===== src/rtl/spi_slave.sv =====
// spi_slave: SPI target; oversampled SCK/SSn/MOSI, valid/ready RX and TX words, CPOL/CPHA modes; LSB-first option under SPI_SLAVE_LSB_FIRST_EN.
// miso moves 3 clk after a SCK shift edge, rx_valid rises 4 clk after the last sample edge; RX cannot stall the master (overrun drops the word).
module spi_slave #(
  parameter int                    DATA_WIDTH = 8,
  parameter logic [DATA_WIDTH-1:0] TX_IDLE    = 8'hFF
) (
`ifdef SPI_SLAVE_LSB_FIRST_EN
  input  logic                  lsb_first,
`endif
  input  logic                  clk,
  input  logic                  reset,
  input  logic                  cpol,
  input  logic                  cpha,
  input  logic                  sck,
  input  logic                  ssn,
  input  logic                  mosi,
  output logic                  miso,
  output logic                  miso_oe,
  input  logic [DATA_WIDTH-1:0] tx_data,
  input  logic                  tx_valid,
  output logic                  tx_ready,
  output logic [DATA_WIDTH-1:0] rx_data,
  output logic                  rx_valid,
  input  logic                  rx_ready,
  output logic                  busy,
  output logic                  rx_overrun,
  output logic                  tx_underrun,
  output logic                  frame_abort
);

  localparam int CW = $clog2(DATA_WIDTH + 1);

  typedef enum logic {IDLE, ACTIVE} state_t;

  state_t                state;
  logic                  sck_s1, sck_s2, sck_h;
  logic                  ssn_s1, ssn_s2, ssn_h;
  logic                  mosi_s1, mosi_s2;
  logic [1:0]            prime;
  logic                  armed;
  logic [CW-1:0]         cnt;
  logic [DATA_WIDTH-1:0] rx_sr, tx_sr;
  logic                  lsb;

`ifdef SPI_SLAVE_LSB_FIRST_EN
  assign lsb = lsb_first;
`else
  assign lsb = 1'b0;
`endif

  always_ff @(posedge clk) begin
    if (reset) begin
      sck_s1  <= cpol;
      sck_s2  <= cpol;
      sck_h   <= cpol;
      ssn_s1  <= 1'b1;
      ssn_s2  <= 1'b1;
      ssn_h   <= 1'b1;
      mosi_s1 <= 1'b0;
      mosi_s2 <= 1'b0;
      prime   <= 2'b00;
      armed   <= 1'b0;
    end else begin
      sck_s1  <= sck;
      sck_s2  <= sck_s1;
      sck_h   <= sck_s2;
      ssn_s1  <= ssn;
      ssn_s2  <= ssn_s1;
      ssn_h   <= ssn_s2;
      mosi_s1 <= mosi;
      mosi_s2 <= mosi_s1;
      prime   <= {prime[0], 1'b1};
      // The reset value of the ssn chain is not a real sample; a frame needs a genuinely observed high first.
      if (prime[1] && ssn_s2)
        armed <= 1'b1;
    end
  end

  logic                  sck_edge, lead, trail, sample_edge, shift_edge;
  logic                  ssn_fall, ssn_rise, accept, word_done;
  logic [DATA_WIDTH-1:0] next_word, rx_shifted;

  assign sck_edge    = sck_s2 ^ sck_h;
  assign lead        = sck_edge & (sck_s2 ^ cpol);
  assign trail       = sck_edge & ~(sck_s2 ^ cpol);
  assign sample_edge = cpha ? trail : lead;
  assign shift_edge  = cpha ? lead : trail;
  assign ssn_fall    = armed & ssn_h & ~ssn_s2;
  assign ssn_rise    = ssn_s2 & ~ssn_h;
  assign accept      = rx_valid & rx_ready;
  assign word_done   = (cnt == CW'(DATA_WIDTH));
  assign next_word   = tx_valid ? tx_data : TX_IDLE;
  assign rx_shifted  = lsb ? {mosi_s2, rx_sr[DATA_WIDTH-1:1]}
                           : {rx_sr[DATA_WIDTH-2:0], mosi_s2};

  function automatic logic first_bit(input logic [DATA_WIDTH-1:0] w, input logic l);
    return l ? w[0] : w[DATA_WIDTH-1];
  endfunction

  function automatic logic [DATA_WIDTH-1:0] drop_bit(input logic [DATA_WIDTH-1:0] w, input logic l);
    return l ? (w >> 1) : (w << 1);
  endfunction

  always_ff @(posedge clk) begin
    if (reset) begin
      state       <= IDLE;
      miso        <= 1'b0;
      miso_oe     <= 1'b0;
      tx_ready    <= 1'b0;
      rx_data     <= '0;
      rx_valid    <= 1'b0;
      busy        <= 1'b0;
      rx_overrun  <= 1'b0;
      tx_underrun <= 1'b0;
      frame_abort <= 1'b0;
      cnt         <= '0;
      rx_sr       <= '0;
      tx_sr       <= '0;
    end else begin
      tx_ready    <= 1'b0;
      tx_underrun <= 1'b0;
      rx_overrun  <= 1'b0;
      frame_abort <= 1'b0;

      if (accept)
        rx_valid <= 1'b0;

      // Completion and acceptance in the same cycle is a clean hand-over, not an overrun.
      if (state == ACTIVE && word_done) begin
        if (!rx_valid || accept) begin
          rx_data  <= rx_sr;
          rx_valid <= 1'b1;
        end else begin
          rx_overrun <= 1'b1;
        end
      end

      case (state)
        IDLE: begin
          if (ssn_fall) begin
            state       <= ACTIVE;
            busy        <= 1'b1;
            miso_oe     <= 1'b1;
            cnt         <= '0;
            rx_sr       <= '0;
            tx_ready    <= tx_valid;
            tx_underrun <= ~tx_valid;
            // cpha=0 has no leading shift edge before the first sample, so the first bit goes out now.
            if (cpha) begin
              tx_sr <= next_word;
            end else begin
              miso  <= first_bit(next_word, lsb);
              tx_sr <= drop_bit(next_word, lsb);
            end
          end
        end

        ACTIVE: begin
          if (ssn_rise) begin
            state       <= IDLE;
            busy        <= 1'b0;
            miso_oe     <= 1'b0;
            miso        <= 1'b0;
            frame_abort <= (cnt != '0) && !word_done;
            cnt         <= '0;
          end else if (word_done) begin
            cnt         <= '0;
            tx_sr       <= next_word;
            tx_ready    <= tx_valid;
            tx_underrun <= ~tx_valid;
          end else if (sample_edge) begin
            rx_sr <= rx_shifted;
            cnt   <= cnt + CW'(1);
          end else if (shift_edge) begin
            miso  <= first_bit(tx_sr, lsb);
            tx_sr <= drop_bit(tx_sr, lsb);
          end
        end

        default: state <= IDLE;
      endcase
    end
  end

endmodule


===== config.mk =====
export PLATFORM = sky130hd
export DESIGN_NAME = spi_slave
export DESIGN_NICKNAME = d
export VERILOG_FILES = /design/src/rtl/spi_slave.sv
export SDC_FILE = /design/constraint.sdc
export NUM_CORES = 1
export LEC_CHECK = 0
export CAP_MARGIN = 20
export CORE_MARGIN = 1
export CORE_UTILIZATION = 45
export CTS_CLUSTER_DIAMETER = 100
export DETAILED_ROUTE_END_ITERATION = 10
export DONT_BUFFER_PORTS = 1
export SYNTH_ARGS = -nofsm -noshare
export SYNTH_HDL_FRONTEND = slang
export SYNTH_SLANG_ARGS = --single-unit

===== constraint.sdc =====
create_clock -name clk -period 2.6 [get_ports clk]
set_clock_uncertainty 0.1 [all_clocks]
set_input_delay 0.65 -clock clk [delete_from_list [all_inputs] [get_ports clk]]
set_output_delay 0.65 -clock clk [all_outputs]
set_load 0.05 [all_outputs]

---- Word level (Yosys, flattened, before mapping) ----
Cells that the tools add are included.
operators by class
  bitwise operators ....................... 15
  eq/ne operators ......................... 13
  reductions and logical operators ........ 15
  muxes and demuxes ....................... 49
  add/subtract/negate cells ............... 1
operators by type and width
  operator                                                                 count
  8-bit 2-to-1 mux                                                         11
  8-bit case mux with 2 select lines                                       2
  1-bit 2-to-1 mux                                                         26
  4-bit 2-to-1 mux                                                         4
  1-bit case mux with 2 select lines                                       5
  2-bit inequality test, second input constant                             4
  4-bit case mux with 2 select lines                                       1
  4-bit AND reduction                                                      2
  1-bit NOT                                                                7
  1-bit bitwise AND                                                        6
  3-bit by 1-bit inequality test with 1-bit output, second input constant  2
  3-bit by 2-bit inequality test with 1-bit output, second input constant  2
  2-bit AND reduction                                                      3
  5-bit AND reduction                                                      1
  4-bit by 1-bit adder with 4-bit output, second input constant            1
  4-bit equality test, second input constant                               1
  2-bit by 1-bit inequality test with 1-bit output, second input constant  2
  4-bit by 1-bit inequality test with 1-bit output, second input constant  1
  4-bit nonzero test                                                       1
  1-bit logical AND                                                        3
  3-bit inequality test, second input constant                             1
  3-bit OR reduction                                                       1
  1-bit logical NOT                                                        2
  2-bit OR reduction                                                       1
  other kinds (2)                                                          3
word-level totals
  output and inout bits ................... 16
  input port bits ......................... 17
  register bits after elaboration ......... 47

---- Depth between registers and ports, before layout ----
Gate-level depths: netlist of run 1.
  depth after elaboration ................. 9
  depth in mapped cells ................... 7

---- Worst setup path before layout of run 1 ----
No wires, ideal clock.
  path type ............................... in2reg
  start point ............................. input cpha
  end point ............................... register tx_sr[0]
  path slack .............................. 0.507 ns
  arrival ................................. 1.870 ns
  cell stages on the path ................. 6
  required time ........................... 2.377 ns
  cell sequence ........................... buf_6 > xor2_4 > mux2i_1 > a31o_1 > buf_2 > mux2_1
on the way
  longest elaborated chain between the ends .. 3
  elaborated cells between the ends (all ways) .. 8
  those cells by class .................... 2 x eq/ne; 5 x mux; 1 x reduce/logical
RTL lines
  what                                                                                        RTL line  RTL
  start, declared                                                                             13        input logic cpha,
  1-bit 2-to-1 mux, or another cell as far along                                              87        assign shift_edge = cpha ? lead : trail;
  3-bit by 1-bit inequality test with 1-bit output (no line), or another cell as far along    n/a
  4-bit AND reduction (no line) / 8-bit case mux with 2 select lines (equally long branches)  n/a
  end signal, assigned                                                                        150       tx_sr <= next_word;
  end signal, assigned                                                                        153       tx_sr <= drop_bit(next_word, lsb);
  end signal, assigned                                                                        168       tx_sr <= next_word;
  end, declared                                                                               42        logic [DATA_WIDTH-1:0] rx_sr, tx_sr;
Parallel ways exist; a longest one is shown, timed or not. The select of a mux whose other input is x is not followed.
A chain may end at the register's enable or synchronous reset.

---- Worst setup path in the final report of run 1 ----
  start point ............................. register cnt[0]
  end point ............................... register rx_sr[6]
on the way
  longest elaborated chain between the ends .. 3
RTL lines
  what                             RTL line  RTL
  start, declared                  41        logic [CW-1:0] cnt;
  start signal, assigned           173       cnt <= cnt + CW'(1);
  4-bit equality test              91        assign word_done = (cnt == CW'(DATA_WIDTH));
  2-bit inequality test (no line)  n/a
  4-bit AND reduction (no line)    n/a
  end signal, assigned             172       rx_sr <= rx_shifted;
  end, declared                    42
No other way between the ends.

==> results of run 1 <==
## layer usage
layer / GRT usage (%) / share of wire, % / up-vias
met3: 4.31 / 4.3 / 4
met1: 27.2 / 51 / 793
met5: 0 / 0 / -
li1: - / - / 877
met4: 7.19 / 0.99 / 0
met2: 28.5 / 44 / 47
## per-stage QoR
stage	hold slack (ns)	total power, mW	instance area [µm²]	util (%)	instances
detailed placement	0.294	0.864	2240	47.5	301
global placement	0.306	0.864	2240	47.5	301
CTS	0.298	1.29	2330	49.2	309
floorplan	0.289	0.862	2210	-	249
global route	0.301	1.33	2330	49.2	309
finish	0.318	1.27	2330	49.2	309
## layout by cell type, fill, tap and decap left out, types with 2 or more instances in the layout
master / instances
a21oi_1: 5
a221oi_1: 2
a31o_2: 5
a31oi_1: 3
and3_1: 4
and3b_1: 2
buf_4: 6
clkbuf_8: 5
clkinv_2: 3
dfxtp_1: 47
ha_1: 2
inv_1: 18
mux2_1: 2
mux2i_1: 15
nand2_1: 16
nand2b_1: 5
nand3_1: 26
nand3b_1: 7
nor2_1: 14
nor2b_1: 8
nor3_1: 2
o211ai_1: 7
o21ai_0: 6
o221ai_1: 8
o311ai_0: 6
or2_2: 3
or4_1: 2
## critical path: cells and delay by family, from the launching register on
kind / cells / cell delay (ns)
AO/OA/AOI/OAI: 1 / 0.25
flip-flops: 1 / 0.36
adder cells (fa/ha/maj): 1 / 0.21
buffers and inverters: 1 / 0.08
AND/OR/NAND/NOR: 2 / 1.05
## flip-flops by register name, summed over array words and instances (netlist names)
name / count
rx_overrun: 1
ssn_s2: 1
miso: 1
tx_underrun: 1
sck_s2: 1
mosi_s1: 1
rx_data: 8
busy: 1
ssn_h: 1
sck_s1: 1
mosi_s2: 1
prime: 2
armed: 1
tx_sr: 8
frame_abort: 1
rx_valid: 1
sck_h: 1
rx_sr: 8
cnt: 4
state: 1
ssn_s1: 1
tx_ready: 1
## worst paths after layout
check                     to  slack (ns)  cells after the start
setup / recovery    rx_sr[6]        0.48                      5
hold / removal    rx_data[2]        0.32                      1
setup reg to reg    rx_sr[6]        0.48                      5
hold reg to reg       ssn_s2        0.33                      1
## power breakdown
group	switching [mW]	leakage [nW]	total [mW]	internal (mW)
Clock	0.233	0.0477	0.418	0.184
Sequential	0.0102	0.382	0.746	0.736
Combinational	0.0606	0.391	0.101	0.0406
## area by class of cell
type	instances	area share (%)
inverter	19	3.07
tap	67	3.60
clock inverter	3	0.646
multi-input combinational	162	47.3
timing repair buffer	6	1.94
sequential	47	40.5
clock buffer	5	2.96
## logic make-up after synthesis
kind of cell	after synthesis	share of synthesized area, %
AND/OR/NAND/NOR	91	21.7
AO/OA/AOI/OAI	50	17.3
flip-flops	47	42.6
buffers and inverters	40	7.59
multiplexers	18	8.44
adder cells (fa/ha/maj)	2	1.13
XOR/XNOR	1	1.25
==> impl_results.md, run 1 <==
- Crit Path Class: reg -> reg
- CP Data Arrival Time: 2.23 ns
- Grt total ovfl: 0
- Worst-Skew Late Latency: 0.30 ns
- Vias: 1721
- Gr usage total: 19.2%
- CTS Sinks: 47
- Cts repair resizes: 0
- DR iter-0 viols: between 150 and 200
- Yosys Warn Count: 0
- Synth Instances: 249
- Register Area: 941 µm²
- Yosys top cell by area: dfxtp_1
- Final setup vio count: 0
- Seq cells post-synth: 47
- Clk pin slew, worst setup/hold paths: 0.08 ns
- Worst Setup Slack, final: 0.480 ns
- Leak: 0.821 nW
- Via-to-Cell Ratio: 5.57
- Largest net degree at the start of global routing: 39
- Slew margin rel.: 62.9%
- Initial Util: 46.8%
- Status: finished, final reports clean
- CTS root buffer: clkbuf_8
- Largest stage delay, worst path: ~0.72 ns
- Sequential share of the synthesized area: 42.6%
- ANT cells: 0
- Clock Path Buffers: 2
- Setup tns final: 0 ns
- Vias in the first global route: 1596
- Worst min path class: in -> reg
- Most area-consuming cells after synthesis: dfxtp_1, mux2i_1, nand3_1
- Critical path required time: approximately 2.7 ns
- Peak supply drop: 0.000205 V
- Final WL: about 4400 µm
- CTS Hold Bufs: 0
- Final hold viol count: 0
- Final net count: 260
- First-pass GRT wire length: ~7800 µm
- Chip width: 72.1 µm
- Row count: 25
- Routed len/inst: about 14 µm
- DIE HEIGHT: 72.1 µm
- Syn_area_per_cell: 8.87 µm²
- Setup WS pre-CTS: 0.428 ns
- CTS H-Tree Depth: 2
- Transition time of the tightest slew-check pin: 0.554 ns
- RSZ-0062 raised after global routing: no
- Worst Setup End Kind: register
- Min cycle time layout: between 2 and 2.5 ns
- DRT antenna net count: 0
- DRT Pass-1 Iters: 4
- Peak Freq: between 400 and 500 MHz
- DP HPWL: between 3000 and 4000 µm
- Routability Congestion: 0.758
- Tcrit/Tclk final: 81.6%
- Asr flop ratio synth: 0%
- Fill cell count: 466
- Slowest-stage cell, CP: or4_1
- Primary FF master, synth: dfxtp_1
- CTS tree: yes
- Initial antenna violation count: 0
- MaxCap Viol Count: 0
- Crit path launch: cnt[0]
- Net Count, Synth: between 200 and 300
- Post-CTS Setup Bufs: 0
- CP startpoint kind: register
- DRC errors left: 0
- P&R area growth vs syn: 5.27%
- Input/output buffers: 0
- Core Region: around 4700 µm²
- Multi-input gate area: around 1100 µm²
- Most frequent cells after synthesis: dfxtp_1, nand3_1, inv_1, nand2_1, mux2i_1
- CTS buffer count: 5
- Most common cell in the netlist: dfxtp_1
- I/O pin count: 33
- Unique masters post-synth: 42
- Slew Viols, Final: 0
- PD cells: 544 nW/µm²
- RR Startpoint: cnt[0]
- Cell Area, Synth: ~2200 µm²
- Number of flops mapped to enable cells by yosys: 0
- Layout cells sized above 1: 9.92%
- Crit-path cells: inv_1 > ha_1 > and3b_1 > or4_1 > o221ai_1
- Die Area: 5190 µm²
- Yosys top cell area share: 42.6%
- HP Start: reset
- Crit-path max FO: 12
Power figures use the tool's default switching activity.
==> run 2: changes to the inputs <==
Clock period 2.6 ns to 2.16 ns, I/O delays scaled along.
==> impl_results.md, run 2 (same netlist as run 1, synthesis figures left out) <==
- Slew margin rel.: 62.8% (-0.13 points)
- Crit Path Class: reg -> reg
- Core Util, Final: 50.8% (+1.5 points)
- DP Area: 2280 µm² (+1.7%)
- DRT Pass-1 Iters: 4 (unchanged)
- Final Power: 1.69 mW (+33%)
- DR iter-0 viols: 133 (-17%)
- Initial Util: 46.8% (unchanged)
- CP startpoint kind: register
- Most frequent cells in the layout: dfxtp_1, nand3_1, inv_1
- ANT cells: 0 (unchanged)
- CTS H-Tree Depth: 2 (unchanged)
- Critical path required time: 2.28 ns (-0.43 ns)
- DRT antenna net count: 0 (unchanged)
- Worst Setup End Kind: register
- Leak: 0.860 nW (+4.8%)
- Worst-Skew Late Latency: 0.30 ns (about the same)
- Setup WS pre-CTS: 0.224 ns (-0.204 ns)
- First-pass GRT wire length: 7470 µm (-3.8%)
- Via-to-Cell Ratio: 5.53 (-0.68%)
- Transition time of the tightest slew-check pin: 0.558 ns (+0.00330 ns)
- Status: finished, final reports clean
- Largest net degree at the start of global routing: 39 (unchanged)
- CTS buffer count: 5 (unchanged)
- R2R Setup Slk: 0.24 ns (-0.24 ns)
- DIE HEIGHT: 72.1 µm (unchanged)
- Routability Congestion: 0.788 (+4.1%)
- P&R area growth vs syn: 8.49%
- DP HPWL: 2970 µm (-0.87%)
- PD cells: 703 nW/µm² (+29%)
- Fill cell count: 459 (-1.5%)
- Setup tns final: 0 ns (unchanged)
- Grt total ovfl: 0 (unchanged)
- Vias: 1737 (+0.93%)
- CTS root buffer: clkbuf_8
- Final net count: 265 (+1.9%)
- Initial antenna violation count: 0 (unchanged)
- Placed cell count: 306 (+1.7%)
- DRC errors left: 0 (unchanged)
- Layout cells sized above 1: 11.7% (+1.8 points)
- Crit path launch: cnt[0]
- Final WL: 4480 µm (+0.99%)
- Routed len/inst: 14.3 µm (-0.62%)
- Peak Freq: 521 MHz (+10%)
- Post-CTS Setup Bufs: 0 (unchanged)
- RR Startpoint: cnt[0]
- Vias in the first global route: 1616 (+1.3%)
- CTS Sinks: 47 (unchanged)
- HP Start: reset
- Slew Viols, Final: 0 (unchanged)
- Die Area: 5190 µm² (unchanged)
- Worst min path class: in -> reg
- Min cycle time layout: 1.92 ns (-0.201 ns)
- Worst hold slack: 0.197 ns (-0.121 ns)
- MaxCap Viol Count: 0 (unchanged)
- RSZ-0062 raised after global routing: no
- Tcrit/Tclk final: 88.9% (+7.3 points)
- Biggest regs: rx_data (8), rx_sr (8), tx_sr (8)
- Post-route cell area: 2400 µm² (+3.1%)
- Row count: 25 (unchanged)
- Final Non-Filler Cells: 314 (+1.6%)
- Worst Setup Slack, final: 0.241 ns (-0.239 ns)
- I/O pin count: 33 (unchanged)
- Cts repair resizes: 0 (unchanged)
- Final hold viol count: 0 (unchanged)
- Gr usage total: 18.2% (-0.95 points)
- CP Data Arrival Time: 2.04 ns (-0.19 ns)
- Clk pin slew, worst setup/hold paths: 0.09 ns (about the same)
- Crit-path max FO: 8 (-4)
- Peak supply drop: 0.000278 V (+35%)
- Core Region: 4720 µm² (unchanged)
- CTS tree: yes
- Input/output buffers: 0 (unchanged)
- Final setup vio count: 0 (unchanged)
- CTS Hold Bufs: 0 (unchanged)
- Chip width: 72.1 µm (unchanged)
- Clock Path Buffers: 2 (unchanged)
- Most common cell after layout, fill and taps aside: dfxtp_1
run 2: final cells by class:
class / instances / area [µm²] / area share (%)
repair buffers: 11 / 82.6 / 3.44
inverters: 19 / 71.3 / 2.97
flip-flops and latches: 47 / 941 / 39.2
clock buffers: 6 / 82.6 / 3.44
multi-input cells: 162 / 1100 / 45.9
clock inverters: 2 / 35.0 / 1.46
well taps: 67 / 83.8 / 3.50
run 2: critical path: stages (launching register included):
cell and delay (ns):
dfxtp_1 0.36, inv_1 0.08, ha_1 0.21, and3b_1 0.20, or4_1 0.66, o221ai_1 0.23
run 2: where the power goes:
group,internal [mW],switching [mW],total [mW]
clock network,0.374,0.287,0.661
logic,0.0528,0.0731,0.126
registers,0.886,0.0128,0.899
total,1.31,0.373,1.69
run 2: worst paths after layout:
kind,cells after the start,to
max,5,rx_sr[5]
min,1,rx_data[2]
max reg2reg,5,rx_sr[5]
min reg2reg,1,ssn_s2
run 2: per-layer routing:
layer	global-route usage [%]	part of all wire, %	vias up
met5	0	0	-
met2	28.1	45	43
met1	24.2	47	804
met3	5.42	5.7	5
met4	6.54	1.4	0
li1	-	-	885
